File: src/rtl/alu_result_stage.sv
// Registered ALU result stage with flag derivation and a two-entry skid buffer.
// Optional performance counters are enabled by ALU_RESULT_STAGE_PERF_EN.
module alu_result_stage #(
    parameter int WIDTH = 32
) (
    input  logic             clk,
    input  logic             rst_n,
    input  logic             in_valid,
    output logic             in_ready,
    input  logic [WIDTH-1:0] in_result,
    input  logic             in_carryout,
    input  logic             in_overflow,
    input  logic             in_is_slt,
    output logic             out_valid,
    input  logic             out_ready,
    output logic [WIDTH-1:0] out_result,
    output logic             out_zero,
    output logic             out_negative,
    output logic             out_carryout,
    output logic             out_overflow
`ifdef ALU_RESULT_STAGE_PERF_EN
    ,
    output logic [31:0]      perf_accepted,
    output logic [31:0]      perf_stalled
`endif
);

    typedef struct packed {
        logic [WIDTH-1:0] result;
        logic             zero;
        logic             negative;
        logic             carry;
        logic             ovf;
    } entry_t;

    typedef enum logic [1:0] {
        EMPTY = 2'd0,
        BUSY  = 2'd1,
        FULL  = 2'd2
    } state_t;

    localparam entry_t RST_E = '{
        result:   '0,
        zero:     1'b1,
        negative: 1'b0,
        carry:    1'b0,
        ovf:      1'b0
    };

    state_t state_q, state_d;
    entry_t main_q, main_d;
    entry_t skid_q, skid_d;
    entry_t new_e;
    logic   in_ready_q;
    logic   out_valid_q;
    logic   in_fire;
    logic   out_fire;

    assign in_fire  = in_valid & in_ready_q;
    assign out_fire = out_valid_q & out_ready;

    // Flags travel with the entry; SLT results carry no meaningful carry/ovf.
    always_comb begin
        new_e          = RST_E;
        new_e.result   = in_result;
        new_e.zero     = (in_result == '0);
        new_e.negative = in_result[WIDTH-1];
        new_e.carry    = in_carryout & ~in_is_slt;
        new_e.ovf      = in_overflow & ~in_is_slt;
    end

    always_comb begin
        state_d = state_q;
        main_d  = main_q;
        skid_d  = skid_q;
        unique case (state_q)
            EMPTY: begin
                if (in_fire) begin
                    main_d  = new_e;
                    state_d = BUSY;
                end
            end
            BUSY: begin
                if (in_fire && out_fire) begin
                    main_d = new_e;
                end else if (out_fire) begin
                    state_d = EMPTY;
                end else if (in_fire) begin
                    skid_d  = new_e;
                    state_d = FULL;
                end
            end
            FULL: begin
                if (out_fire) begin
                    main_d  = skid_q;
                    skid_d  = RST_E;
                    state_d = BUSY;
                end
            end
            default: state_d = EMPTY;
        endcase
    end

    // Handshake outputs are registered copies of the next state.
    always_ff @(posedge clk or negedge rst_n) begin
        if (!rst_n) begin
            state_q     <= EMPTY;
            main_q      <= RST_E;
            skid_q      <= RST_E;
            in_ready_q  <= 1'b1;
            out_valid_q <= 1'b0;
        end else begin
            state_q     <= state_d;
            main_q      <= main_d;
            skid_q      <= skid_d;
            in_ready_q  <= (state_d != FULL);
            out_valid_q <= (state_d != EMPTY);
        end
    end

    assign in_ready     = in_ready_q;
    assign out_valid    = out_valid_q;
    assign out_result   = main_q.result;
    assign out_zero     = main_q.zero;
    assign out_negative = main_q.negative;
    assign out_carryout = main_q.carry;
    assign out_overflow = main_q.ovf;

`ifdef ALU_RESULT_STAGE_PERF_EN
    logic [31:0] acc_q;
    logic [31:0] stall_q;

    always_ff @(posedge clk or negedge rst_n) begin
        if (!rst_n) begin
            acc_q   <= '0;
            stall_q <= '0;
        end else begin
            if (in_fire && (acc_q != '1)) begin
                acc_q <= acc_q + 32'd1;
            end
            if (out_valid_q && !out_ready && (stall_q != '1)) begin
                stall_q <= stall_q + 32'd1;
            end
        end
    end

    assign perf_accepted = acc_q;
    assign perf_stalled  = stall_q;
`endif

endmodule
File: config.mk
export PLATFORM = sky130hd
export DESIGN_NAME = alu_result_stage
export DESIGN_NICKNAME = d
export VERILOG_FILES = /design/src/rtl/alu_result_stage.sv
export SDC_FILE = /design/constraint.sdc
export NUM_CORES = 1
export LEC_CHECK = 0
export CORE_UTILIZATION = 49
export CTS_CLUSTER_DIAMETER = 150
export DETAILED_ROUTE_END_ITERATION = 10
export GPL_TIMING_DRIVEN = 0
export PLACE_DENSITY = 0.89
export REMOVE_ABC_BUFFERS = 1
export SETUP_SLACK_MARGIN = 0.4
export SLEW_MARGIN = 20
export SYNTH_ARGS = -nofsm -noshare
export SYNTH_HDL_FRONTEND = slang
export SYNTH_SLANG_ARGS = --single-unit
File: constraint.sdc
create_clock -name clk -period 2 [get_ports clk]
set_input_delay 0.4 -clock clk [delete_from_list [all_inputs] [get_ports clk]]
set_output_delay 0.4 -clock clk [all_outputs]
set_load 0.1 [all_outputs]
# --- Yosys cells after proc, flatten, opt, wreduce, memory -nomap -nowiden ---
# Index checks and enable logic that the tools add are counted.
op_classes:
  eq_ne: 9
  muxes: 14
  n_bitwise: 5
  reduce_logical: 8
ops:
  columns: ["op", "n"]
  rows:
  - ["36-bit two-way mux", 6]
  - ["36-bit case mux with 3 select lines", 1]
  - ["36-bit case mux with 2 select lines", 1]
  - ["32-bit zero test", 1]
  - ["2-bit inequality test, second input constant", 7]
  - ["2-bit two-way mux", 5]
  - ["2-bit case mux with 3 select lines", 1]
  - ["5-bit AND reduction", 1]
  - ["1-bit AND", 4]
  - ["4-bit AND reduction", 1]
  - ["2-bit nonzero test", 2]
  - ["3-bit nonzero test", 1]
  - ["2-bit by 1-bit equality test with 1-bit output, second input constant", 1]
  - ["2-bit equality test, second input constant", 1]
  - ["2-bit zero test", 1]
  - ["1-bit logical AND", 1]
  - ["1-bit NOT", 1]
word_totals:
  register_bits: 76
  input_bits: 39
  out_inout_bits: 38
  wordCells: 49

# --- Longest topological paths before layout ---
depth:
  depth_word: 6
  depth_mapped: 7
  ltp_nobuf: 4

# --- Worst setup path before layout ---
# Ideal clock, no wire load.
synth_timing:
  path_type: "flip-flop to flip-flop"
  from: "reg out_valid_q (netlist: out_valid)"
  to: "reg skid_q[10] in the netlist's numbering"
  setup_ns: 0.083
  arrival_ns: 1.962
  t_required_ns: 1.917
  slack_ns: -0.044
  stages_incl_launch_ff: 7
  n_path_buf: 2
  period_less_slack_ns: 2.044
  cell_sequence: "dfrtp_1 > a21boi_1 > a32oi_4 > buf_4 > buf_6 > nand2_1 > o21ai_0"
synth_via:
  elab_chain_cells: 4
  elab_cells_between_ends: 6
  classes_between: "eq/ne: 3; bitwise: 1; reduce/logical: 2"
synth_rtl:
  columns: ["item", "line", "text"]
  rows:
  - ["start: declaration", "55", "logic out_valid_q;"]
  - ["start signal: assignment", "117", "out_valid_q <= (state_d != EMPTY);"]
  - ["1-bit AND (*)", "60", "assign out_fire = out_valid_q & out_ready;"]
  - ["1-bit logical AND", "84", "if (in_fire && out_fire) begin"]
  - ["2-bit inequality test (no source line)", null, null]
  - ["5-bit AND reduction (no source line) (*)", null, null]
  - ["end signal: assignment", "115", "skid_q <= skid_d;"]
  - ["end: declaration", "52", "entry_t skid_q, skid_d;"]
# Mark *: on every way between the ends. The rest lies on a longest branch, timed or not.
# A chain may end at the register's enable or synchronous reset.

# --- Worst setup path after layout ---
layout_timing:
  from: "in in_result[28]"
  to: "reg skid_q[3] in the netlist's numbering"
layout_via:
  elab_chain_cells: 5
layout_rtl:
  columns: ["item", "line", "text"]
  rows:
  - ["start: declaration", "10", "input logic [WIDTH-1:0] in_result,"]
  - ["32-bit zero test", "66", "new_e.zero = (in_result == '0);"]
  - ["36-bit two-way mux", "88", "end else if (in_fire) begin"]
  - ["36-bit two-way mux", "86", "end else if (out_fire) begin"]
  - ["36-bit two-way mux", "84", null]
  - ["36-bit case mux with 2 select lines", "76", "unique case (state_q)"]
# No other way between the ends. The select of a mux whose other input is x is not followed.

==> results.toml <==
[clock_tree]
clock_sinks = 74
cts_made_buffers = 9
cts_tree = "yes"
clkLatencyLatePin_ps = 360
root_buffer = "clkbuf_8"
path_clk_slew_ps = 80
clk_path_buf_depth = 2
cts.htree.levels = 3

[sta]
tightestPinTransition_ps = 532
fmax_ghz = 0.559
clock_skew_ps = 7.01
hold_viol = 0
fin_crit_sh = 0.895
rsz0062_at_grt = "true"
maxSlewHeadroom = 0.645
drv_slew = 0
hold_ws_ps = 488
setup_violations = 0
final.min_clock_period_ps = 1790

[logic_synthesis]
ys_types = 29
yosysWarnings = 0
ys_seq_area_frac = 0.596
synth-xor-area-share = 0
synthAdderAreaFrac = 0
syn_area_per_cell_um2 = 9.27
synth-seq-cells = 74
synth_compound_area_frac = 0.161
synth_area_um2 = 3120
synth_top_family_by_area = "simple AND/OR/NAND/NOR gates"
netlist_instances = 336
synth_mux_area_frac = 0
synth-simple-area-share = 0.200

[global_route]
grt_pass1_wl_mm = 16.1
met1_usage = 0.434
grt_max_degree = 45
busiest_layer = "met2"
grt_use_met3 = 0.0922
grt_pass1_vias = 3036
antenna_found_initial = 0
grt-ovfl-total = 0
grtUsageMet2 = 0.545
grt_usage = 0.342

[drt]
vias_per_cell = 6.25
firstDrtPassIters = 4
wire_per_inst_um = 23.3
ant_nets = 0
remaining_drc_errors = 0
first_iter_violations = 345
routed_wirelength_mm = 12.2
vias = 3273

[setup_path]
r2r_slack_ps = 240
critPathTopFamily = "simple AND/OR/NAND/NOR gates"
crit_buf_inv = 1
worstPathArrival_ps = 2070
required_ps = 2280
path_class = "in2reg"
r2r_end = "out_result[29]"
critical_path.max_fanout = 2
crit_path_max_incr_delay_ps = 460
start_kind = "input port"
cp_slowest_cell = "clkdlybuf4s50_1"
r2r_start = "in_ready"
cp_cell_sequence = "clkdlybuf4s50_1 > nor4_2 > nand4_1 > or2_4 > a32oi_2"
worstSetupEndpointType = "register"
worstRegToRegCells = 7

[die]
die_w_um = 81.7
rows = 28
start_util = 0.517
die_y_um = 81.7
coreArea_um2 = 6030
fp.dieArea_um2 = 6680
io_pins = 77

[final_layout]
final_area_um2 = 5260
nets = 483
area_delta_synth_final_pct = 68.7
fillerInstances = 273
drive_gt1_frac = 0.419
antenna_cells = 0

[hold_path]
min_to = "skid_q[22]"
holdPathStages = 2
min-delay-start = "skid_q[22]"
hold_class = "reg2reg"

[place]
portBuffers = 76
dp_hpwl_mm = 4.82
place.gp.congestion = 0.739
placed_cell_area_um2 = 3990

[run]
max_cap_violations = 0

[outcome]
status = "finished clean"
-- placed cells by master, fill, tap and decap left out, drive strengths merged --
master         instances
and2b                  3
o221ai                 1
o22ai                  1
a21boi                 1
a21o                   1
dfrtp                 71
a21bo                  1
inv                    2
o21ai                 34
a32oi                  3
nor2                  36
clkinv                 1
bufinv                 1
nand4                  2
a21oi                  1
nand2b                 2
clkbuf                23
o2bb2ai                2
dlygate4sd3            1
nand2                106
o21a                   1
o311ai                 1
clkdlybuf4s50         34
dlygate4sd2            3
dfstp                  3
a31oi                 35
or2                    1
and3b                  1
buf                   67
nor4                   8
clkinvlp               2
-- metal layers --
metal  vias to the layer above  part of all wire
met4                         0             0.046
met5                         -                 0
met1                      1627              0.37
li1                       1381                 -
met2                       209              0.50
met3                        56             0.083
-- registers in the layout, indices dropped and copies added (netlist names) --
signal,flops
in_ready,1
out_carryout,1
out_overflow,1
out_result,32
out_valid,1
out_zero,1
skid_q,35
state_q,2
-- final cells by class --
| cell class | count | area (um2) | share of cell area |
|---|---|---|---|
| repair buffers | 116 | 1330 | 0.252 |
| inverters | 2 | 7.51 | 0.00143 |
| flip-flops and latches | 74 | 1860 | 0.354 |
| multi-input cells | 241 | 1760 | 0.336 |
| well taps | 75 | 93.8 | 0.0179 |
| clock inverters | 4 | 50.0 | 0.00952 |
| clock buffers | 12 | 155 | 0.0295 |
-- worst reg2reg max path, cell delays in order, from the launching register on --
cell       delay (ps)
dfstp_2           550
and3b_2           260
buf_6             130
o2bb2ai_4         140
buf_12            190
buf_8             150
nor2_2             40
a31oi_1           220
-- per-stage QoR --
step / utilization / setup TNS (ps) / std cells / setup WS [ps]
floorplan: - / -57470 / 312 / -1300
global placement: 0.638 / -247230 / 463 / -2330
detailed placement: 0.662 / -15480 / 468 / -445
CTS: 0.783 / 0 / 522 / 281
global route: 0.872 / 0 / 524 / 183
finish: 0.872 / 0 / 524 / 210
-- synthesized netlist by cell type --
| library cell | number | area share |
|---|---|---|
| nor2_1 | 36 | 0.043 |
| inv_1 | 2 | 0.0024 |
| buf_2 | 12 | 0.019 |
| dfstp_2 | 3 | 0.025 |
| nor4_1 | 8 | 0.016 |
| clkbuf_2 | 2 | 0.0032 |
| o21ai_0 | 34 | 0.055 |
| o311ai_0 | 1 | 0.0028 |
| a32oi_1 | 1 | 0.0028 |
| o2bb2ai_2 | 1 | 0.0048 |
| o21a_1 | 1 | 0.0024 |
| and2b_1 | 1 | 0.0024 |
| a21boi_1 | 1 | 0.0024 |
| o221ai_1 | 1 | 0.0028 |
| a32oi_4 | 1 | 0.0088 |
| nand2b_1 | 1 | 0.0020 |
| buf_4 | 3 | 0.0072 |
| dfrtp_1 | 71 | 0.57 |
| a21bo_2 | 1 | 0.0032 |
| clkbuf_1 | 6 | 0.0072 |
| nand4_1 | 2 | 0.0040 |
| a21oi_1 | 1 | 0.0016 |
| and3b_1 | 1 | 0.0028 |
| buf_6 | 1 | 0.0036 |
| a31oi_1 | 35 | 0.070 |
| or2_2 | 1 | 0.0020 |
| o22ai_1 | 1 | 0.0020 |
| nand2_1 | 106 | 0.13 |
| a21o_1 | 1 | 0.0024 |
-- repair_timing --
action,in CTS,in global routing
gates cloned,14,1
endpoints found under the hold margin,22,0
resized for setup,255,119
hold buffers,1,0
endpoints found under the setup margin,109,80
setup buffers,23,1
pin swaps,10,24
-- worst max-delay path by stage --
stage | startpoint | end | depth (start not counted)
detailed placement | out_ready | skid_q[24] | 6
global route | in_result[26] | skid_q[3] | 5
CTS | out_zero | out_zero | 1
floorplan | out_valid | out_zero | 4
finish | in_result[28] | skid_q[3] | 5
global placement | state_q[0] | out_zero | 4
-- logic make-up (layout without fill, tap and decap cells) --
| family | count (synthesis) | count (layout) |
|---|---|---|
| and+or+nand+nor | 156 | 159 |
| AOI/OAI and AO/OA | 80 | 82 |
| DFF | 74 | 74 |
| buffers and inverters | 26 | 134 |
Power is left out: the tool's default activity adds up to more than one toggle a clock period on the data nets, which glitch-free logic cannot reach.
